### src/rtl/fc_prim_pkg.sv
// Fibre Channel transmit primitives: 36-bit word constants, state/code enums
// and the byte+K packing helper shared by the tx scheduler.
package fc_prim_pkg;

  typedef enum logic [1:0] {
    PS_NOS = 2'd0,
    PS_OLS = 2'd1,
    PS_LR  = 2'd2,
    PS_LRR = 2'd3
  } ps_code_e;

  typedef enum logic [1:0] {
    ST_FILL  = 2'd0,
    ST_FRAME = 2'd1,
    ST_PSEQ  = 2'd2,
    ST_FLUSH = 2'd3
  } sched_state_e;

  // Byte i lands in [9i+7:9i] with its K flag at bit 9i+8; byte 0 goes out first.
  function automatic logic [35:0] pack_word(input logic [7:0] b0,
                                            input logic [7:0] b1,
                                            input logic [7:0] b2,
                                            input logic [7:0] b3,
                                            input logic [3:0] k);
    return {k[3], b3, k[2], b2, k[1], b1, k[0], b0};
  endfunction

  localparam logic [35:0] IDLE_W = pack_word(8'hBC, 8'h95, 8'hB5, 8'hB5, 4'b0001);
  localparam logic [35:0] NOS_W  = pack_word(8'hBC, 8'h55, 8'hBF, 8'h45, 4'b0001);
  localparam logic [35:0] OLS_W  = pack_word(8'hBC, 8'h35, 8'h8A, 8'h55, 4'b0001);
  localparam logic [35:0] LR_W   = pack_word(8'hBC, 8'h49, 8'hBF, 8'h49, 4'b0001);
  localparam logic [35:0] LRR_W  = pack_word(8'hBC, 8'h35, 8'hBF, 8'h49, 4'b0001);

  function automatic logic [35:0] ps_word(input ps_code_e code);
    case (code)
      PS_NOS:  return NOS_W;
      PS_OLS:  return OLS_W;
      PS_LR:   return LR_W;
      default: return LRR_W;
    endcase
  endfunction

endpackage

### src/rtl/fc_sat_counter.sv
// Statistics counter that sticks at all-ones instead of wrapping.
module fc_sat_counter #(
  parameter int WIDTH = 16
) (
  input  logic             clk,
  input  logic             clr_i,
  input  logic             inc_i,
  output logic [WIDTH-1:0] count_o
);

  logic [WIDTH-1:0] count_q, count_d;

  always_comb begin
    count_d = count_q;
    if (inc_i && (count_q != '1)) count_d = count_q + WIDTH'(1);
  end

  // NOTE: state registers take non-blocking assignments so every flop samples
  // pre-edge values regardless of process evaluation order.
  always_ff @(posedge clk) begin
    if (clr_i) count_q <= '0;
    else       count_q <= count_d;
  end

  assign count_o = count_q;

endmodule

### src/rtl/fc_tx_scheduler.sv
// Per-cycle selector of frame word, primitive sequence or IDLE fill in front
// of the 36-bit transceiver input, with inter-frame gap enforcement.
module fc_tx_scheduler
  import fc_prim_pkg::*;
#(
  parameter int MIN_FILL = 6,
  parameter int CNT_W    = 16
) (
  input  logic             clk,
  input  logic             reset,
  input  logic             phy_ready,
  output logic [35:0]      phy_data,
  input  logic [35:0]      frm_data,
  input  logic             frm_valid,
  input  logic             frm_sop,
  input  logic             frm_eop,
  output logic             frm_ready,
  input  logic             ps_en,
  input  logic [1:0]       ps_code,
  output logic [1:0]       state_o,
  output logic [CNT_W-1:0] frames_sent,
  output logic [CNT_W-1:0] underrun_cnt,
  output logic [CNT_W-1:0] drop_cnt
);

  localparam int FILL_W = $clog2(MIN_FILL + 1);

  sched_state_e      state_q, state_d;
  logic [FILL_W-1:0] fill_cnt_q, fill_cnt_d;
  logic [35:0]       phy_data_q, phy_data_d;
  logic              fill_ok;
  logic              frames_inc, underrun_inc, drop_inc;

  assign fill_ok = (fill_cnt_q == FILL_W'(MIN_FILL));

  // NOTE: every output of this block gets a default first so no path can
  // leave a variable unassigned and infer a latch.
  always_comb begin
    state_d      = state_q;
    fill_cnt_d   = fill_cnt_q;
    phy_data_d   = IDLE_W;
    frm_ready    = 1'b0;
    frames_inc   = 1'b0;
    underrun_inc = 1'b0;
    drop_inc     = 1'b0;

    if (!phy_ready) begin
      // Link not ready: hold IDLE, restart the gap, abandon any frame in flight.
      fill_cnt_d = '0;
      case (state_q)
        ST_FRAME: state_d = ST_FLUSH;
        ST_FLUSH: begin
          frm_ready = 1'b1;
          if (frm_valid) begin
            drop_inc = 1'b1;
            if (frm_eop) state_d = ST_FILL;
          end
        end
        default:  state_d = ST_FILL;
      endcase
    end else begin
      case (state_q)
        ST_FILL: begin
          if (ps_en) begin
            state_d = ST_PSEQ;
          end else if (frm_valid && frm_sop && fill_ok) begin
            frm_ready  = 1'b1;
            phy_data_d = frm_data;
            if (frm_eop) begin
              frames_inc = 1'b1;
              fill_cnt_d = '0;
            end else begin
              state_d = ST_FRAME;
            end
          end else begin
            if (!fill_ok) fill_cnt_d = fill_cnt_q + FILL_W'(1);
            if (frm_valid && !frm_sop) begin
              frm_ready = 1'b1;
              drop_inc  = 1'b1;
            end
          end
        end
        ST_FRAME: begin
          frm_ready = 1'b1;
          if (frm_valid) begin
            phy_data_d = frm_data;
            if (frm_eop) begin
              state_d    = ST_FILL;
              fill_cnt_d = '0;
              frames_inc = 1'b1;
            end
          end else begin
            underrun_inc = 1'b1;
          end
        end
        ST_PSEQ: begin
          if (ps_en) begin
            phy_data_d = ps_word(ps_code_e'(ps_code));
          end else begin
            state_d    = ST_FILL;
            fill_cnt_d = '0;
          end
        end
        default: begin
          frm_ready = 1'b1;
          if (frm_valid) begin
            drop_inc = 1'b1;
            if (frm_eop) begin
              state_d    = ST_FILL;
              fill_cnt_d = '0;
            end
          end
        end
      endcase
    end
  end

  always_ff @(posedge clk) begin
    if (reset) begin
      state_q    <= ST_FILL;
      fill_cnt_q <= '0;
      phy_data_q <= IDLE_W;
    end else begin
      state_q    <= state_d;
      fill_cnt_q <= fill_cnt_d;
      phy_data_q <= phy_data_d;
    end
  end

  assign phy_data = phy_data_q;
  assign state_o  = state_q;

  fc_sat_counter #(.WIDTH(CNT_W)) u_frames_cnt (
    .clk    (clk),
    .clr_i  (reset),
    .inc_i  (frames_inc),
    .count_o(frames_sent)
  );

  fc_sat_counter #(.WIDTH(CNT_W)) u_underrun_cnt (
    .clk    (clk),
    .clr_i  (reset),
    .inc_i  (underrun_inc),
    .count_o(underrun_cnt)
  );

  fc_sat_counter #(.WIDTH(CNT_W)) u_drop_cnt (
    .clk    (clk),
    .clr_i  (reset),
    .inc_i  (drop_inc),
    .count_o(drop_cnt)
  );

endmodule

### config.mk
export PLATFORM = sky130hd
export DESIGN_NAME = fc_tx_scheduler
export DESIGN_NICKNAME = d
export VERILOG_FILES = /design/src/rtl/fc_prim_pkg.sv /design/src/rtl/fc_sat_counter.sv /design/src/rtl/fc_tx_scheduler.sv
export SDC_FILE = /design/constraint.sdc
export NUM_CORES = 1
export LEC_CHECK = 0
export CORE_MARGIN = 1
export CORE_UTILIZATION = 42
export CTS_CLUSTER_DIAMETER = 80
export DETAILED_ROUTE_END_ITERATION = 8
export GPL_TIMING_DRIVEN = 1
export PLACE_DENSITY = 0.77
export SYNTH_ARGS = -nofsm -noshare
export SYNTH_HDL_FRONTEND = slang
export SYNTH_SLANG_ARGS = --single-unit
### constraint.sdc
create_clock -name clk -period 1.6 [get_ports clk]
set_clock_uncertainty 0.05 [all_clocks]
set_input_delay 0.16 -clock clk [delete_from_list [all_inputs] [get_ports clk]]
set_output_delay 0.16 -clock clk [all_outputs]
set_load 0.02 [all_outputs]
# After elaboration in Yosys (flattened, before gate mapping)
# Cells that the tools add are included.
# classes
addsub,4
n_eq_ne,15
muxes,43
n_bitwise,1
n_reduce_logical,14
# ops
op,n
36-bit two-way mux,3
36-bit one-hot mux with 3 select lines,1
32-bit one-hot mux with 3 select lines,1
16-bit by 1-bit adder with 16-bit output (second input constant),3
16-bit inequality test (second input constant),3
35-bit two-way mux,1
1-bit two-way mux,18
3-bit two-way mux,6
2-bit two-way mux,7
4-bit inequality test (second input constant),2
2-bit one-hot mux with 2 select lines,2
2-bit == test (second input constant),3
1-bit logical AND,6
3-bit inequality test (second input constant),2
1-bit one-hot mux with 2 select lines,3
3-bit one-hot mux with 2 select lines,1
2-bit by 1-bit == test with 1-bit output (second input constant),2
2-bit logical NOT,2
2-bit inequality test (second input constant),2
4-bit AND reduction,1
2-bit OR reduction,2
3-bit by 1-bit adder with 3-bit output (second input constant),1
3-bit == test (second input constant),1
3-bit AND reduction,1
other kinds (3),3
# totals
register_bits,89
input_bits,45
output_inout_bits,87
wordCells,83

# Longest topological paths before layout
# Gate-level depths: netlist (run 1).
# depth
ltp_word,8
ltp_mapped,8
ltp_nobuf,7

# By module
# From an unflattened synthesis (run 1), not the netlist that was laid out.
# hier_totals
hier_cells,462
area_unflattened_um2,4117.7
# by_module_without_submodules
mod,instances,cells_each,area_per_inst_um2,seq_area_each_um2
fc_sat_counter,3,99,848.3,320.3
fc_tx_scheduler,1,165,1572.8,820.8

# Worst setup path before layout (run 1)
# No wires, ideal clock.
# synth_path
kind,register to register
startpoint,reg u_frames_cnt.count_q[0] (netlist: u_frames_cnt.count_o[0])
endpoint,reg u_frames_cnt.count_q[3] (netlist: u_frames_cnt.count_o[3])
setup_time_ps,128
t_arrival_ps,1711
t_required_ps,1422
setup_slack_ps,-289
path_stages_with_launch,7
n_path_buf,0
period_less_slack_ps,1889
cell_sequence,dfxtp_1 -> ha_1 -> nand4_1 -> nor4_1 -> nor4b_1 -> xnor2_1 -> nor2_1
# synth_via
elab_chain_cells,2
word_cells_on_any_way,3
classes_between,1 x add/sub; 1 x eq/ne; 1 x reduce/logical
# synth_lines
item,line_no,source
from (decl),fc_sat_counter.sv:11,"logic [WIDTH-1:0] count_q, count_d;"
from (signal assigned),fc_sat_counter.sv:22,else count_q <= count_d;
branches (longest 2 deep; another with 16-bit by 1-bit adder with 16-bit output),n/a,
# Parallel ways; which one is timed is not known.
# A chain may end at the register's enable or synchronous reset.

# Worst setup path after layout (run 1)
# layout_path
startpoint,reg fill_cnt_q[0]
endpoint,reg u_frames_cnt.count_q[5] (netlist: u_frames_cnt.count_o[5])
# layout_via
elab_chain_cells,7
# layout_lines
item,line_no,source
from (decl),fc_tx_scheduler.sv:29,"logic [FILL_W-1:0] fill_cnt_q, fill_cnt_d;"
from (signal assigned),fc_tx_scheduler.sv:125,fill_cnt_q <= fill_cnt_d;
3-bit == test,fc_tx_scheduler.sv:34,assign fill_ok = (fill_cnt_q == FILL_W'(MIN_FILL));
1-bit logical AND,fc_tx_scheduler.sv:66,end else if (frm_valid && frm_sop && fill_ok) begin
1-bit two-way mux,fc_tx_scheduler.sv:66,
1-bit two-way mux,fc_tx_scheduler.sv:64,if (ps_en) begin
1-bit one-hot mux with 2 select lines,fc_tx_scheduler.sv:62,case (state_q)
1-bit two-way mux,fc_tx_scheduler.sv:47,if (!phy_ready) begin
1-bit logical AND,fc_sat_counter.sv:15,if (inc_i && (count_q != '1)) count_d = count_q + WIDTH'(1);
# Every way passes these cells.

==> metrics.md, run 1 <==
| Metric | Value |
|---|---|
| Outcome | finished with violations |
| Failing checks | setup timing |
| Critical path endpoint category | register |
| Filler cell count in the final layout | roughly 550 |
| DR iter-0 viols | roughly 160 |
| CP max FO | 6 |
| Starting density of the core | 0.435 |
| PD cells | 571 nW/um2 |
| Crit-path leading delay family | buffers and inverters |
| Multi-input gate area | 2850 um2 |
| Die area | 9960 um2 |
| I/O pins | around 130 |
| Post-CTS Hold Fix Bufs | 0 |
| Die width | between 90 and 100 um |
| Maxcap violations | 0 |
| Worst hold margin | ~240 ps |
| ANT nets after route | 0 |
| Fmax | about 0.54 GHz |
| Fin crit share | 1.16 |
| Share of cells above drive strength 1 | 0.385 |
| Required time worst endpoint | 1810 ps |
| #FFs+latches synth | 89 |
| Non-Filler Instances | between 800 and 900 |
| Port bufs | 131 |
| Final hold viol count | 0 |
| Post-Synthesis Net Count | 520 |
| Post-Syn Area | roughly 4000 um2 |
| Worst Setup Start Kind | register |
| RSZ-0062 raised after global routing | true |
| Worst-path clk slew | around 100 ps |
| Most frequent CP cell | buf_6 |
| Crit path kind | reg -> reg |
| Max-slew headroom | 0.711 |
| Post-DR wirelength/cell | between 15 and 20 um |
| Total global routing overflow | 0 |
| Nets | between 700 and 800 |
| Max incr delay on CP | about 340 ps |
| Max Buffers Root-to-Sink | 2 |
| PnR worst setup slack | -260 ps |
| Synthesized area per cell | between 8 and 9 um2 |
| Site Rows | 35 |
| Tmin final | approximately 1900 ps |
| Largest net degree at the start of global routing | 27 |
| Yosys warns | 0 |
| Buffers and inverters on the worst path | 4 |
| CTS buffer count | 9 |
| Vias in the first global route | about 4200 |
| Initial antenna violation count | 0 |
| Slowest stage cell, crit path | dfxtp_2 |
| Core footprint | 9240 um2 |
| FF/Latch Area | 1860 um2 |
| Final Max Slew Viols | 0 |
| Global-route wire length before repair | a little over 20 mm |
| DRC | 0 |
| Final Setup Violations | 53 |
| Clock Latency Late Sink | between 300 and 400 ps |
| Routed WL | ~14 mm |
| Count of different cell masters after synthesis | between 50 and 60 |
| Clock root buffer master | clkbuf_8 |
| DP HPWL | 8.64 mm |
| Post-synthesis sequential area ratio | 0.443 |
| Inst Count DP | 800 |
| Post-synth ARST share | 0 |
| CP Cell Sequence | inv_2 -> ha_4 -> buf_6 -> and4b_2 -> o211ai_1 -> buf_4 -> buf_6 -> nor4_4 -> xnor2_1 -> nor2_1 |
| Via density | between 5 and 6 |
| Drt first pass iters | 4 |
| Global placement routability congestion | 0.857 |
| Die height | 99.8 um |
| Post-synth EDFFs | 0 |
| Dpl ws | -557 ps |
| H-tree levels | 3 |
| Clock sinks | roughly 90 |
| Lkg Pwr | slightly above 3 nW |
| Worst-Margin Slew | approximately 430 ps |
| Global Route Usage Sum | 0.256 |
| Worst vdd ir | ~430 uV |
| Diodes inserted | 0 |
| Min-Delay Path Class | in -> reg |
| Area grow syn2layout | 84.4% |
| Mapped Cells | 470 |
| Crit path DAT | approximately 2100 ps |
| CTS tree | done |
| Pwr Total | 4.23 mW |
| Setup TNS | -5020 ps |
| Ys flop type | dfxtp_1 |
| Routed vias | approximately 4500 |
==> cell usage after synthesis, types with 2 or more instances <==
cell type	instances	share of area
nor2b_1	10	0.016
inv_1	12	0.011
nor2_1	69	0.064
clkbuf_1	11	0.010
mux2i_1	3	0.0075
nand2b_1	10	0.016
nor4_1	19	0.030
nand4_1	13	0.020
nor3_1	17	0.021
nand4_2	2	0.0062
and2_1	12	0.019
a22oi_1	2	0.0037
nand3_1	22	0.027
a21o_1	3	0.0056
dfxtp_1	89	0.44
o21ai_0	23	0.029
o211ai_1	3	0.0056
a32oi_1	2	0.0044
and3_1	5	0.0078
xnor2_1	36	0.078
buf_2	4	0.0050
nor4b_1	5	0.011
nand2_1	32	0.030
ha_1	5	0.016
a21oi_1	25	0.031
a211oi_1	6	0.011
buf_6	2	0.0056
and4_1	4	0.0087
==> kinds of logic after synthesis <==
group,synth area share
xor+xnor,0.0806
mux,0.00747
flops,0.443
buf+inv,0.0342
simple gates,0.305
fa+ha+maj,0.0156
compound gates,0.114
==> path summary, 6_finish.rpt <==
check,start,endpoint,slack (ps),cells past startpoint
worst max-delay path,fill_cnt_q[0],u_frames_cnt.count_o[5],-260,10
worst min-delay path,reset,u_underrun_cnt.count_o[9],240,3
worst max register to register,fill_cnt_q[0],u_frames_cnt.count_o[5],-260,10
worst min register to register,u_underrun_cnt.count_o[15],u_underrun_cnt.count_o[15],480,2
==> layout make-up <==
class	count	area share
Timing Repair Buffer	250	0.308
Inverter	13	0.00659
Multi-Input combinational cell	352	0.385
Clock buffer	11	0.0206
Clock inverter	5	0.00811
Sequential cell	89	0.251
Tap cell	129	0.0218
==> layout by cell type (no fill, tap or decap), drive strengths merged, types with 18 or more instances in the layout <==
| cell type | count |
|---|---|
| xnor2 | 36 |
| nand2 | 32 |
| dlygate4sd2 | 36 |
| dfxtp | 89 |
| a21oi | 25 |
| nand3 | 22 |
| clkdlybuf4s50 | 82 |
| nor4 | 20 |
| nor3 | 18 |
| buf | 120 |
| nor2 | 69 |
| o21ai | 25 |
==> metal layers <==
| metal | vias up | global-route usage | share of wire |
|---|---|---|---|
| li1 | 2145 | - | - |
| met1 | 2131 | 0.293 | 0.40 |
| met2 | 179 | 0.457 | 0.52 |
| met3 | 30 | 0.0543 | 0.064 |
| met4 | 0 | 0.117 | 0.024 |
| met5 | - | 0 | 0 |
==> worst reg2reg max path: stages, from the launching register on <==
cell and delay [ps]:
dfxtp_2 340, inv_2 40, ha_4 150, buf_6 110, and4b_2 260, o211ai_1 190
buf_4 210, buf_6 120, nor4_4 30, xnor2_1 200, nor2_1 60
==> metrics by stage <==
| step | utilization | instance area [um2] |
|---|---|---|
| final | 0.802 | 7410 |
| after global routing | 0.802 | 7410 |
| after CTS | 0.757 | 6990 |
| after detailed placement | 0.693 | 6400 |
| after global placement | 0.693 | 6400 |
| after floorplan | - | 4360 |
==> registers in the layout (all words and copies together) (netlist names) <==
name,flops
phy_data,36
u_drop_cnt.count_o,16
u_frames_cnt.count_o,16
u_underrun_cnt.count_o,16
fill_cnt_q,3
state_o,2
==> power breakdown <==
group	internal [mW]	total (mW)	switching, mW
Combinational	0.190	0.339	0.149
Sequential	2.20	2.21	0.00723
Clock	0.827	1.68	0.851
Total	3.22	4.23	1.01
==> what timing repair did <==
action / 4_1_cts / 5_1_grt
endpoints found under the setup margin: 89 / 87
endpoints found under the hold margin: 0 / 0
resized for setup: 90 / 87
pin swaps: 55 / 61
cloned: 2 / 2
setup buffers: 17 / 14
(Power assumes the default switching activity.)
==> inputs of run 2 (changes only) <==
Settings changed: TNS_END_PERCENT from default to 5.
==> run 2 against run 1 <==
Power decreased by 0.77%. The flow still finishes with violations (setup timing). Sequential share of layout area grew 0.84 points. Critical endpoint unchanged. Maximum frequency is 4.5% higher.
==> metrics.md, run 2 (synthesized netlist as in run 1, its figures left out) <==
| Metric | Value |
|---|---|
| Outcome | finished with violations |
| Failing checks | setup timing |
| Crit path kind | reg -> reg |
| Clock Latency Late Sink | 370 ps |
| Lkg Pwr | 3.41 nW |
| Post-DR wirelength/cell | 14.9 um |
| Clock sinks | 89 |
| Clock network power share | 0.397 |
| H-tree levels | 3 |
| Core footprint | 9240 um2 |
| Fmax | roughly 0.56 GHz |
| Clock root buffer master | clkbuf_8 |
| Slowest stage cell, crit path | dfxtp_2 |
| Worst vdd ir | 443 uV |
| PnR worst setup slack | -180 ps |
| I/O pins | between 100 and 150 |
| Min-Delay Path Class | in -> reg |
| Buffers and inverters on the worst path | 3 |
| Most common cell after layout, fill and taps aside | buf_4 |
| CTS tree | done |
| Final hold viol count | 0 |
| Nets | roughly 750 |
| Worst Setup Start Kind | register |
| Routed vias | ~4300 |
| Tmin final | about 1800 ps |
| Largest net degree at the start of global routing | 31 |
| Pwr Total | between 4 and 5 mW |
| Die area | 9960 um2 |
| Required time worst endpoint | about 1800 ps |
| Total global routing overflow | 0 |
| Fin crit share | 1.11 |
| PD cells | 593 nW/um2 |
| Final Setup Violations | 35 |
| Critical path endpoint category | register |
| Max Buffers Root-to-Sink | 2 |
| Via density | 5.20 |
| Crit-path leading delay family | simple AND/OR/NAND/NOR gates |
| Diodes inserted | 0 |
| Share of cells above drive strength 1 | 0.299 |
| Starting density of the core | 0.435 |
| Vias in the first global route | 4256 |
| Max-slew headroom | 0.680 |
| Commonest non-fill, non-tap cells in the layout | 92 x buf_4, 82 x clkdlybuf4s50_1, 67 x nor2_1 |
| Final Max Slew Viols | 0 |
| Placed inst area | 6380 um2 |
| Worst-path clk slew | around 100 ps |
| Die height | 99.8 um |
| Switch share | 0.251 |
| Global-route wire length before repair | 19.2 mm |
| Switch Pwr | roughly 1.1 mW |
| Final Instance Area | between 7000 and 8000 um2 |
| Global placement routability congestion | around 0.85 |
| Pint | roughly 3.1 mW |
| Port bufs | ~130 |
| Worst-Margin Slew | between 400 and 500 ps |
| DRC | 0 |
| ANT nets after route | 0 |
| Flop pwr share | 0.528 |
| Max reg flops | 36 |
| CP Cell Sequence | inv_2 -> ha_4 -> and4b_2 -> o211ai_1 -> buf_4 -> buf_6 -> nor4_4 -> xnor2_1 -> nor2_1 |
| Maxcap violations | 0 |
| Die width | around 100 um |
| Max incr delay on CP | around 340 ps |
| CP max FO | 6 |
| Site Rows | 35 |
| Gate power share | 0.074 |
| Crit path DAT | about 2000 ps |
| DR iter-0 viols | 145 |
| RSZ-0062 raised after global routing | true |
| Drt first pass iters | 4 |
| Routed WL | ~12 mm |
| Setup TNS | -2450 ps |
| Area grow syn2layout | 76.1% |
| CTS buffer count | 9 |
| DP HPWL | 8.88 mm |
| Global Route Usage Sum | 0.239 |
| Initial antenna violation count | 0 |
| Worst hold margin | 212 ps |
| Core Util, Final | 0.766 |
-- run 2: tightest hold or removal path: cells and delay by family --
kind                   cells  cell delay [ps]
buffers and inverters      2              370
AND/OR/NAND/NOR            1               60
-- run 2: final timing paths --
kind | slack, ps | start | cells past startpoint | endpoint
worst max-delay path | -180 | fill_cnt_q[0] | 9 | u_frames_cnt.count_o[5]
worst min-delay path | 210 | reset | 3 | u_underrun_cnt.count_o[15]
worst max register to register | -180 | fill_cnt_q[0] | 9 | u_frames_cnt.count_o[5]
worst min register to register | 500 | u_underrun_cnt.count_o[13] | 2 | u_underrun_cnt.count_o[13]
-- run 2: final cells by class --
class / count / area [um2]
flip-flops and latches: 89 / 1830
clock buffers: 9 / 124
clock inverters: 7 / 83.8
well taps: 129 / 161
multi-input cells: 351 / 2560
repair buffers: 234 / 2270
inverters: 13 / 48.8
fillers: 628 / 2160
-- run 2: metrics by stage --
stage	std cells	setup WS [ps]
floorplan	470	-80.2
global route	832	-236
detailed placement	808	-503
CTS	826	-177
global placement	808	-499
finish	832	-180
-- run 2: power groups by stage --
stage	Clock (mW)	Sequential (mW)	Combinational, mW
after floorplan	0	2.28	0.0983
after global placement	0	2.27	0.297
after detailed placement	0	2.27	0.301
after CTS	1.69	2.22	0.306
after global routing	1.80	2.22	0.336
final	1.67	2.22	0.312
-- run 2: layer usage --
metal | wire (um) | up-vias | track usage
met4 | 210 | 0 | 0.0871
met1 | 5400 | 2070 | 0.288
met2 | 6190 | 126 | 0.420
li1 | - | 2114 | -
met3 | 595 | 18 | 0.0508
met5 | 0 | - | 0
-- run 2: repair_timing --
action	in CTS	in global routing
pin swaps	10	38
buffers inserted	2	6
hold buffers	0	0
gates resized for setup	22	94
setup endpoints to repair	113	130
gates cloned	1	0
